--- config.mk ---
export PLATFORM = sky130hd
export DESIGN_NAME = alu_idex_issue
export DESIGN_NICKNAME = d
export VERILOG_FILES = /design/src/rtl/alu_pkg.sv /design/src/rtl/alu_op_decode.sv /design/src/rtl/alu_idex_issue.sv
export SDC_FILE = /design/constraint.sdc
export NUM_CORES = 1
export LEC_CHECK = 0
export ABC_AREA = 1
export BUFFER_PORTS_ARGS = -buffer_cell sky130_fd_sc_hd__buf_2
export CORE_ASPECT_RATIO = 2
export CORE_MARGIN = 2
export CORE_UTILIZATION = 35
export CTS_CLUSTER_SIZE = 20
export DETAILED_ROUTE_END_ITERATION = 10
export GPL_ROUTABILITY_DRIVEN = 0
export HOLD_SLACK_MARGIN = 0.15
export PLACE_DENSITY = 0.64
export SLEW_MARGIN = 30
export SYNTH_ARGS = -nofsm -noshare
export SYNTH_HDL_FRONTEND = slang
export SYNTH_SLANG_ARGS = --single-unit
--- constraint.sdc ---
create_clock -name clk -period 1.55 [get_ports clk]
set_clock_uncertainty 0.05 [all_clocks]
set_input_delay 0.0775 -clock clk [delete_from_list [all_inputs] [get_ports clk]]
set_output_delay 0.0775 -clock clk [all_outputs]
set_load 0.005 [all_outputs]
--- src/rtl/alu_pkg.sv ---
// ---------------------------------------------------------------------------
// alu_pkg
// Shared constants and types for the ID/EX issue path into the EX-stage ALU.
//   - ALU operation codes produced by the decoder (AND..XOR)
//   - MIPS opcode / funct field encodings that the decoder recognises
//   - operand-2 select enum (register rt, sign-extended imm, zero-extended imm)
//   - control-field struct of the ID/EX register and its bubble value
// No ports: this is a package.
// ---------------------------------------------------------------------------
package alu_pkg;

    // ALU operation codes; no other code is ever produced.
    localparam logic [3:0] ALU_AND = 4'd0;
    localparam logic [3:0] ALU_OR  = 4'd1;
    localparam logic [3:0] ALU_ADD = 4'd2;
    localparam logic [3:0] ALU_SLL = 4'd3;
    localparam logic [3:0] ALU_SRL = 4'd4;
    localparam logic [3:0] ALU_SUB = 4'd6;
    localparam logic [3:0] ALU_SLT = 4'd7;
    localparam logic [3:0] ALU_NOR = 4'd12;
    localparam logic [3:0] ALU_XOR = 4'd13;

    // Opcodes (instruction [31:26])
    localparam logic [5:0] OP_RTYPE = 6'h00;
    localparam logic [5:0] OP_BEQ   = 6'h04;
    localparam logic [5:0] OP_BNE   = 6'h05;
    localparam logic [5:0] OP_ADDI  = 6'h08;
    localparam logic [5:0] OP_SLTI  = 6'h0A;
    localparam logic [5:0] OP_ANDI  = 6'h0C;
    localparam logic [5:0] OP_ORI   = 6'h0D;
    localparam logic [5:0] OP_XORI  = 6'h0E;
    localparam logic [5:0] OP_LW    = 6'h23;
    localparam logic [5:0] OP_SW    = 6'h2B;

    // R-type funct codes (instruction [5:0])
    localparam logic [5:0] FN_SLL  = 6'h00;
    localparam logic [5:0] FN_SRL  = 6'h02;
    localparam logic [5:0] FN_JR   = 6'h08;
    localparam logic [5:0] FN_ADD  = 6'h20;
    localparam logic [5:0] FN_ADDU = 6'h21;
    localparam logic [5:0] FN_SUB  = 6'h22;
    localparam logic [5:0] FN_SUBU = 6'h23;
    localparam logic [5:0] FN_AND  = 6'h24;
    localparam logic [5:0] FN_OR   = 6'h25;
    localparam logic [5:0] FN_XOR  = 6'h26;
    localparam logic [5:0] FN_NOR  = 6'h27;
    localparam logic [5:0] FN_SLT  = 6'h2A;

    // Where ALU operand 2 comes from.
    typedef enum logic [1:0] {
        SRC2_RT   = 2'd0,
        SRC2_SEXT = 2'd1,
        SRC2_ZEXT = 2'd2
    } src2_sel_e;

    // Width-independent control fields of the ID/EX register.
    typedef struct packed {
        logic       valid;
        logic       illegal;
        logic [3:0] alu_ctrl;
        logic [4:0] shamt;
    } idex_ctrl_t;

    // Bubble: no instruction, AND opcode, zero shift. Operands are zeroed
    // separately because their width depends on the datapath parameter.
    localparam idex_ctrl_t IDEX_CTRL_BUBBLE = '{
        valid:    1'b0,
        illegal:  1'b0,
        alu_ctrl: ALU_AND,
        shamt:    5'd0
    };

endpackage

--- src/rtl/alu_op_decode.sv ---
// ---------------------------------------------------------------------------
// alu_op_decode
// Purely combinational decode of the opcode/funct fields into the ALU code,
// the operand-2 source and whether the shamt field is meaningful.
// Ports:
//   opcode    in  [5:0]  instruction [31:26]
//   funct     in  [5:0]  instruction [5:0]
//   alu_ctrl  out [3:0]  ALU operation code (ADD for unsupported encodings)
//   src2_sel  out        operand-2 select (rt / sext imm / zext imm)
//   shamt_use out        instruction is SLL or SRL
//   illegal   out        opcode/funct combination not supported
// ---------------------------------------------------------------------------
module alu_op_decode
    import alu_pkg::*;
(
    input  logic [5:0] opcode,
    input  logic [5:0] funct,
    output logic [3:0] alu_ctrl,
    output src2_sel_e  src2_sel,
    output logic       shamt_use,
    output logic       illegal
);

    always_comb begin
        alu_ctrl  = ALU_ADD;
        src2_sel  = SRC2_RT;
        shamt_use = 1'b0;
        illegal   = 1'b0;
        case (opcode)
            OP_RTYPE: begin
                case (funct)
                    FN_ADD, FN_ADDU: alu_ctrl = ALU_ADD;
                    FN_SUB, FN_SUBU: alu_ctrl = ALU_SUB;
                    FN_AND:          alu_ctrl = ALU_AND;
                    FN_OR:           alu_ctrl = ALU_OR;
                    FN_XOR:          alu_ctrl = ALU_XOR;
                    FN_NOR:          alu_ctrl = ALU_NOR;
                    FN_SLT:          alu_ctrl = ALU_SLT;
                    FN_JR:           alu_ctrl = ALU_ADD;
                    FN_SLL: begin
                        alu_ctrl  = ALU_SLL;
                        shamt_use = 1'b1;
                    end
                    FN_SRL: begin
                        alu_ctrl  = ALU_SRL;
                        shamt_use = 1'b1;
                    end
                    default:         illegal  = 1'b1;
                endcase
            end
            OP_ADDI: begin
                alu_ctrl = ALU_ADD;
                src2_sel = SRC2_SEXT;
            end
            OP_SLTI: begin
                alu_ctrl = ALU_SLT;
                src2_sel = SRC2_SEXT;
            end
            OP_ANDI: begin
                alu_ctrl = ALU_AND;
                src2_sel = SRC2_ZEXT;
            end
            OP_ORI: begin
                alu_ctrl = ALU_OR;
                src2_sel = SRC2_ZEXT;
            end
            OP_XORI: begin
                alu_ctrl = ALU_XOR;
                src2_sel = SRC2_ZEXT;
            end
            OP_LW, OP_SW: begin
                alu_ctrl = ALU_ADD;
                src2_sel = SRC2_SEXT;
            end
            // Branches compare rs against rt; the ALU Zero flag resolves them.
            OP_BEQ, OP_BNE: alu_ctrl = ALU_SUB;
            default:        illegal  = 1'b1;
        endcase
    end

endmodule

--- src/rtl/alu_idex_issue.sv ---
// ---------------------------------------------------------------------------
// alu_idex_issue
// Decodes the ID-stage instruction, selects/extends the ALU operands and
// registers them into the ID/EX pipeline register (one cycle latency).
// Update priority each clock: flush (bubble) > stall (hold) > load.
// Optional macro ALU_FWD_EN adds EX/MEM and MEM/WB operand forwarding.
// Ports:
//   clk, rst                     clock (rising), async active-low reset
//   id_valid/opcode/funct/shamt/imm, id_rs_data, id_rt_data   ID inputs
//   stall, flush                 pipeline control
//   ex_valid, ex_ALUControl, ex_src1, ex_src2, ex_shamt, ex_illegal
//                                registered EX-stage outputs
//   ALU_FWD_EN only: id_rs, id_rt, mem_wr_en/addr/data, wb_wr_en/addr/data
// ---------------------------------------------------------------------------
module alu_idex_issue
    import alu_pkg::*;
#(
    parameter int bit_size = 32
) (
    input  logic                clk,
    input  logic                rst,
    input  logic                id_valid,
    input  logic [5:0]          id_opcode,
    input  logic [5:0]          id_funct,
    input  logic [4:0]          id_shamt,
    input  logic [15:0]         id_imm,
    input  logic [bit_size-1:0] id_rs_data,
    input  logic [bit_size-1:0] id_rt_data,
`ifdef ALU_FWD_EN
    input  logic [4:0]          id_rs,
    input  logic [4:0]          id_rt,
    input  logic                mem_wr_en,
    input  logic [4:0]          mem_wr_addr,
    input  logic [bit_size-1:0] mem_wr_data,
    input  logic                wb_wr_en,
    input  logic [4:0]          wb_wr_addr,
    input  logic [bit_size-1:0] wb_wr_data,
`endif
    input  logic                stall,
    input  logic                flush,
    output logic                ex_valid,
    output logic [3:0]          ex_ALUControl,
    output logic [bit_size-1:0] ex_src1,
    output logic [bit_size-1:0] ex_src2,
    output logic [4:0]          ex_shamt,
    output logic                ex_illegal
);

    logic [3:0]          dec_alu_ctrl;
    src2_sel_e           dec_src2_sel;
    logic                dec_shamt_use;
    logic                dec_illegal;

    logic [bit_size-1:0] rs_val;
    logic [bit_size-1:0] rt_val;
    logic [bit_size-1:0] src1_dec;
    logic [bit_size-1:0] src2_dec;
    idex_ctrl_t          ctrl_dec;

    idex_ctrl_t          ctrl_d, ctrl_q;
    logic [bit_size-1:0] src1_d, src1_q;
    logic [bit_size-1:0] src2_d, src2_q;

    alu_op_decode u_decode (
        .opcode    (id_opcode),
        .funct     (id_funct),
        .alu_ctrl  (dec_alu_ctrl),
        .src2_sel  (dec_src2_sel),
        .shamt_use (dec_shamt_use),
        .illegal   (dec_illegal)
    );

`ifdef ALU_FWD_EN
    // MEM result is younger than WB, so it wins; $zero is never forwarded.
    always_comb begin
        rs_val = id_rs_data;
        rt_val = id_rt_data;
        if (mem_wr_en && mem_wr_addr != 5'd0 && mem_wr_addr == id_rs)
            rs_val = mem_wr_data;
        else if (wb_wr_en && wb_wr_addr != 5'd0 && wb_wr_addr == id_rs)
            rs_val = wb_wr_data;
        if (mem_wr_en && mem_wr_addr != 5'd0 && mem_wr_addr == id_rt)
            rt_val = mem_wr_data;
        else if (wb_wr_en && wb_wr_addr != 5'd0 && wb_wr_addr == id_rt)
            rt_val = wb_wr_data;
    end
`else
    assign rs_val = id_rs_data;
    assign rt_val = id_rt_data;
`endif

    // Operand selection; an unsupported instruction issues ADD 0+0 with the
    // illegal flag so EX produces a harmless result while the trap is raised.
    always_comb begin
        src1_dec = rs_val;
        case (dec_src2_sel)
            SRC2_SEXT: src2_dec = {{(bit_size-16){id_imm[15]}}, id_imm};
            SRC2_ZEXT: src2_dec = {{(bit_size-16){1'b0}}, id_imm};
            default:   src2_dec = rt_val;
        endcase
        ctrl_dec.valid    = 1'b1;
        ctrl_dec.illegal  = dec_illegal;
        ctrl_dec.alu_ctrl = dec_alu_ctrl;
        ctrl_dec.shamt    = dec_shamt_use ? id_shamt : 5'd0;
        if (dec_illegal) begin
            src1_dec = '0;
            src2_dec = '0;
        end
    end

    // ID/EX next state: flush > stall > load; an invalid ID slot loads a bubble.
    always_comb begin
        ctrl_d = ctrl_q;
        src1_d = src1_q;
        src2_d = src2_q;
        if (flush || (!stall && !id_valid)) begin
            ctrl_d = IDEX_CTRL_BUBBLE;
            src1_d = '0;
            src2_d = '0;
        end else if (!stall) begin
            ctrl_d = ctrl_dec;
            src1_d = src1_dec;
            src2_d = src2_dec;
        end
    end

    always_ff @(posedge clk or negedge rst) begin
        if (!rst) begin
            ctrl_q <= '0;
            src1_q <= '0;
            src2_q <= '0;
        end else begin
            ctrl_q <= ctrl_d;
            src1_q <= src1_d;
            src2_q <= src2_d;
        end
    end

    assign ex_valid      = ctrl_q.valid;
    assign ex_illegal    = ctrl_q.illegal;
    assign ex_ALUControl = ctrl_q.alu_ctrl;
    assign ex_shamt      = ctrl_q.shamt;
    assign ex_src1       = src1_q;
    assign ex_src2       = src2_q;

endmodule

Word-level counts from Yosys, hierarchy flattened

Cells that the tools add are included.

Bits in registers: 75
Bits in latches: 0
RAM bits: 0
Memory bits (read-only): 0
Input bits: 102
Output and inout port bits: 75
Word-level logic and storage cells: 59
Memories: 0

$add $sub $neg: 0
Multipliers: 0
Div/mod/pow operators: 0
Magnitude comparators: 0
Equality and inequality tests: 23
Shifts and indexed selects: 0
Multiplexer cells: 17
Bitwise logic cells: 0
Reductions and logical operators: 13

Operators with widths:

| kind                 | number |
|---|---|
| $mux W32             | 6 |
| $eq A6 B6 Y1 const B | 11 |
| $pmux W32 S2         | 1 |
| $eq A6 B4 Y1 const B | 6 |
| $pmux W4 S8          | 1 |
| $pmux W4 S6          | 1 |
| $mux W11             | 2 |
| $eq A6 B3 Y1 const B | 2 |
| $logic_not A6 Y1     | 2 |
| $reduce_or A12 Y1    | 1 |
| $reduce_or A9 Y1     | 1 |
| $eq A6 B2 Y1 const B | 1 |
| $reduce_or A2 Y1     | 3 |
| $mux W5              | 1 |
| $pmux W2 S2          | 1 |
| $reduce_or A4 Y1     | 1 |
| $mux W1              | 3 |
| $reduce_or A3 Y1     | 1 |
| $eq A2 B1 Y1 const B | 1 |
| $eq A2 B2 Y1 const B | 1 |
| $logic_not A1 Y1     | 2 |
| $ne A2 B1 Y1 const B | 1 |
| $pmux W1 S2          | 1 |
| $logic_and A1 B1 Y1  | 1 |
| $logic_or A1 B1 Y1   | 1 |

Logic depth before layout (Yosys ltp)

Depth in word-level cells: 8
Mapped depth: 15
Gate-level depth less buffers: 12

Cells and area by module

From an unflattened synthesis, not the netlist that was laid out.

Cells, all modules: 556
Area, all modules: 3833.7 µm²

Modules (own cells, without submodules):

| module         | times used | cells an instance | area each (µm²) | sequential area each (µm²) |
|---|---|---|---|---|
| alu_idex_issue | 1          | 480               | 3479.6          | 1876.8 |
| alu_op_decode  | 1          | 76                | 354.1           | 0.0 |

Worst setup path after synthesis

OpenSTA, ideal clock, no wires.

Kind: input to register
Start: input id_opcode[1]
End: register src2_q[8], in the netlist ex_src2[8]
Setup time: 0.066 ns
Arrival time: 1.598 ns
Data required time: 1.434 ns
Path slack: -0.163 ns
Cell stages on the path: 14
Buffers on the path: 3
Path through: buf_6 -> nand2_4 -> inv_4 -> nand3_1 -> nand2_2 -> inv_2 -> ha_1 -> buf_2 -> inv_2 -> clkbuf_1 -> nand3_1 -> nand2_1 -> nand4_1 -> nand2_1

Word-level cells in the longest chain between the ends: 8
Elaborated cells between the ends (all ways): 21
Classes of those cells: 11 x eq/ne; 6 x mux; 4 x reduce/logical

Ends and longest elaborated chain:

| element                                                               | line                  | text |
|---|---|---|
| start, declared                                                       | alu_idex_issue.sv:23  | `input logic [5:0] id_opcode,` |
| $eq A6 B4 Y1 / $eq A6 B6 Y1 (equally long branches)                   | alu_op_decode.sv:29   | `case (opcode)` |
| $reduce_or A4 Y1 (no line) / $reduce_or A3 Y1 (equally long branches) | n/a                   |  |
| $pmux W2 S2                                                           | alu_op_decode.sv:29   |  |
| $eq A2 B2 Y1 / $eq A2 B1 Y1 (equally long branches)                   | alu_idex_issue.sv:96  | `case (dec_src2_sel)` |
| $pmux W32 S2                                                          | alu_idex_issue.sv:96  |  |
| $mux W32 (*)                                                          | alu_idex_issue.sv:105 | `if (dec_illegal) begin` |
| $mux W32 (*)                                                          | alu_idex_issue.sv:120 | `end else if (!stall) begin` |
| $mux W32 (*)                                                          | alu_idex_issue.sv:116 | `if (flush \|\| (!stall && !id_valid)) begin` |
| end signal, assigned                                                  | alu_idex_issue.sv:135 | `src2_q <= src2_d;` |
| end, declared                                                         | alu_idex_issue.sv:62  | `logic [bit_size-1:0] src2_d, src2_q;` |

Every way passes the cells marked *; elsewhere a longest branch is shown, timed or not. The select of a mux whose other input is x is not followed.
A chain may end at the register's enable or synchronous reset.

Worst setup path after layout

Start: input id_valid
End: register ctrl_q (netlist bit ex_ALUControl[0])

Word-level cells in the longest chain between the ends: 4
Elaborated cells between the ends (all ways): 5
Classes of those cells: 1 x eq/ne; 1 x mux; 3 x reduce/logical

Ends and longest elaborated chain:

| element                                                   | line                  | text |
|---|---|---|
| start, declared                                           | alu_idex_issue.sv:22  | `input logic id_valid,` |
| $logic_not A1 Y1 (*)                                      | alu_idex_issue.sv:116 |  |
| $logic_and A1 B1 Y1 (*)                                   | alu_idex_issue.sv:116 |  |
| $logic_or A1 B1 Y1 (*)                                    | alu_idex_issue.sv:116 |  |
| $ne A2 B1 Y1 (no line) / $mux W11 (equally long branches) | n/a                   |  |
| end signal, assigned                                      | alu_idex_issue.sv:133 | `ctrl_q <= ctrl_d;` |
| end, declared                                             | alu_idex_issue.sv:60  | `idex_ctrl_t ctrl_d, ctrl_q;` |

Every way passes the cells marked *; elsewhere a longest branch is shown, timed or not.

==> results_tabular.tex <==
\begin{tabular}{lr}
\hline
Metric & Value \\
\hline
\multicolumn{2}{l}{\textbf{Clock network}} \\
CTS tree & built \\
Cell at the root of the clock tree & clkbuf\_16 \\
Clock buffer count from CTS & 9 \\
Clock latency reported for the late side of the worst-skew pair & around 0.33 ns \\
Clock sink count & 75 \\
Number of H-tree levels & 3 \\
Deepest clock path buffer count & 2 \\
Reg clk slew, reported paths & 0.06 ns \\
\multicolumn{2}{l}{\textbf{Critical path}} \\
Buf+Inv Stages, Crit Path & 3 \\
Worst setup path startpoint & id\_valid \\
Reg2Reg Setup Slack & approximately 0.85 ns \\
Slowest cell on crit path & dlygate4sd3\_1 \\
Startpoint class of the critical path & input port \\
Series of cell instances along the critical path & dlygate4sd3\_1 -> buf\_2 -> nand2\_1 -> nor2\_4 -> inv\_1 -> nor2\_1 -> nand2\_1 -> nand2\_1 \\
Slowest stage delay, CP & between 0.5 and 0.6 ns \\
CP most frequent cell & nand2\_1 \\
Timing endpoint of the critical path & ex\_ALUControl[0] \\
Crit-path leading delay family & simple AND/OR/NAND/NOR gates \\
Top fanout value on the critical path & 11 \\
RR Endpoint & ex\_src2[20] \\
Launch instance of the worst register-to-register path & ex\_src2[20] \\
Required time at the worst-slack endpoint & approximately 1.8 ns \\
Kind of critical path & input port to flop \\
WP depth & 8 \\
Worst Path Arrival & between 1.5 and 2 ns \\
Worst Setup End Kind & flop \\
Path depth of the worst reg2reg path & 2 \\
\multicolumn{2}{l}{\textbf{Routing}} \\
Average vias per placed instance & approximately 5.0 \\
Total number of vias & 4652 \\
Wire length per cell & $\sim$16 µm \\
DRT Wirelength & 14630 µm \\
First-pass iteration count of the detailed router & 4 \\
Post-route antenna net violation count & 0 \\
Detailed router's first-iteration violation count & 209 \\
Number of design rule violations left after detail routing & 0 \\
\multicolumn{2}{l}{\textbf{Placement}} \\
Detail Placement HPWL & between 9000 and 10000 µm \\
Count of input and output buffers & about 180 \\
Placement-stage worst setup slack & -0.07368 ns \\
\multicolumn{2}{l}{\textbf{Timing}} \\
Crit share post-route & 0.8920 \\
Final min period & about 1.4 ns \\
Final Worst Setup Slack & between 0.15 and 0.2 ns \\
Worst-case headroom to the max-slew limit & 0.6949 \\
Slew Limit Fails & 0 \\
Worst hold margin & approximately 0.19 ns \\
Maximum achievable frequency & around 0.72 GHz \\
Setup repair after global routing missed its margin & false \\
Least-Margin Pin Slew & between 0.4 and 0.5 ns \\
Endpoints failing setup & 0 \\
Final hold violation count & 0 \\
\multicolumn{2}{l}{\textbf{Final layout}} \\
\# nets final & between 800 and 900 \\
Share of layout cells above drive strength 1 & 0.3269 \\
Most frequent cells in the layout & nand2\_1 (200), buf\_2 (174), dlygate4sd3\_1 (88) \\
Final standard cell utilization of the core & 0.5738 \\
Syn-to-layout area delta & 60.85\% \\
Diode count & 0 \\
Most common cell after layout, fill and taps aside & nand2\_1 \\
\multicolumn{2}{l}{\textbf{Logic synthesis}} \\
Combinational family with the most area after synthesis & simple AND/OR/NAND/NOR gates \\
Synthesized instance count & around 500 \\
Async set-reset flop share out of synthesis & 1.000 \\
Mean instance size in the synthesized netlist & between 8 and 9 µm² \\
Number of warnings reported in the yosys synthesis log & 0 \\
Primary flip-flop cell chosen by synthesis mapping & dfrtp\_1 \\
Post-synthesis xor/xnor area fraction & 0 \\
Multiplexer fraction of the synthesized cell area & 0 \\
Net count of the mapped netlist & approximately 610 \\
Synth Area in Simple Gates & 0.3866 \\
Synthesized area & $\sim$4000 µm² \\
Synthesized-area fraction occupied by adder cells & 0.006215 \\
Post-synth cell types & 31 \\
Compound-Gate Fraction of Synth Area & 0.04319 \\
Flip-flop and latch count after synthesis & 75 \\
Seq/Total Area, Yosys & 0.4661 \\
Post-synth EDFFs & 0 \\
\multicolumn{2}{l}{\textbf{GRT}} \\
Global-route wire length before repair & 21510 µm \\
Number of antenna violations at the first check in global routing & 0 \\
Overall fraction of global-route tracks in use & 0.2221 \\
Pin count of the biggest net entering global routing & between 70 and 80 \\
Number of global-route vias before repair & roughly 4500 \\
Leftover overflow at the end of global routing & 0 \\
\multicolumn{2}{l}{\textbf{Floorplanning}} \\
Floorplan row count & 55 \\
DIE WIDTH & around 80 µm \\
Initial Utilization & 0.3568 \\
Top Ports & approximately 180 \\
Die height & around 160 µm \\
Core region area & between 10000 and 15000 µm² \\
Total die area & between 10000 and 15000 µm² \\
\multicolumn{2}{l}{\textbf{Flow run}} \\
Maximum capacitance violations & 0 \\
\multicolumn{2}{l}{\textbf{Outcome}} \\
Run status & finished, final reports clean \\
\multicolumn{2}{l}{\textbf{Pwr}} \\
Peak VDD IR & 0.0005248 V \\
Leakage power & 3.727 nW \\
Final Total Pwr & just under 0.005 W \\
Power per unit of standard cell area & 764.5 nW/µm² \\
\multicolumn{2}{l}{\textbf{Worst hold path}} \\
Path category of the worst min-delay check & input port to async pin \\
\hline
\end{tabular}
-- cells in the mapped netlist, types with 3 or more instances --
cell,n,share of area
inv_2,4,0.0037
inv_1,27,0.025
nand2_1,201,0.19
nand2_2,3,0.0047
buf_8,6,0.022
nor2_2,3,0.0047
nand2_4,3,0.0084
o211ai_1,3,0.0056
buf_6,7,0.020
o21ai_0,16,0.020
o21ai_1,8,0.0099
buf_2,13,0.016
nand3_1,27,0.034
clkbuf_1,9,0.0084
nand4_1,64,0.099
nor2_1,15,0.014
dfrtp_1,75,0.47
-- sequential cells by signal, summed over array words and instances, names as in the netlist --
| name | cells |
|---|---|
| ex_src2 | 32 |
| ex_src1 | 32 |
| ex_valid | 1 |
| ex_ALUControl | 4 |
| ex_illegal | 1 |
| ex_shamt | 5 |
-- stage by stage --
step                      cell area [µm²]  setup TNS [ns]  instances
after floorplan                      4094               0        502
after global placement               5154         -0.1182        813
after detailed placement             5154          -1.155        813
after CTS                            6357               0        918
after global routing                 6476               0        922
final                                6476               0        922
-- where the power goes --
part,switching (W),internal (W),total (W)
Sequential,0.0000137,0.00198,0.00200
Clock,0.000824,0.00134,0.00216
Combinational,0.000401,0.000391,0.000792
-- cell type report --
type	instances	area (µm²)
clock buffers	11	252.7
clock inverters	5	60.06
fillers	968	4810
inverters	32	127.6
multi-input cells	359	1805
flip-flops and latches	75	1877
well taps	142	177.7
repair buffers	298	2176
-- timing repair --
item / in CTS / in global routing
resized for setup: 0 / 5
endpoints found under the hold margin: 147 / 0
hold buffers: 89 / 0
endpoints found under the setup margin: 0 / 41
setup buffers: 0 / 1
-- layer usage --
layer / global-route usage / routed length, µm
met1: 0.2318 / 5291
met2: 0.4062 / 7873
met3: 0.03819 / 838
met4: 0.1275 / 621
met5: 0 / 0
-- logic make-up after synthesis --
family / Yosys count
AND/OR/NAND/NOR: 327
flip-flops: 75
buffers and inverters: 68
AO/OA/AOI/OAI: 30
adder cells (fa/ha/maj): 2
-- worst min path at each step --
stage,start,to,slack [ns],cells past startpoint
after detailed placement,rst,ex_src2[27],0.01,1
after global placement,rst,ex_src2[27],0.007,1
after CTS,stall,ex_valid,0.18,6
after floorplan,rst,ex_ALUControl[0],-0.27,0
final,rst,ex_src2[27],0.19,2
after global routing,id_funct[4],ex_ALUControl[3],0.22,6
(Power assumes the default switching activity.)
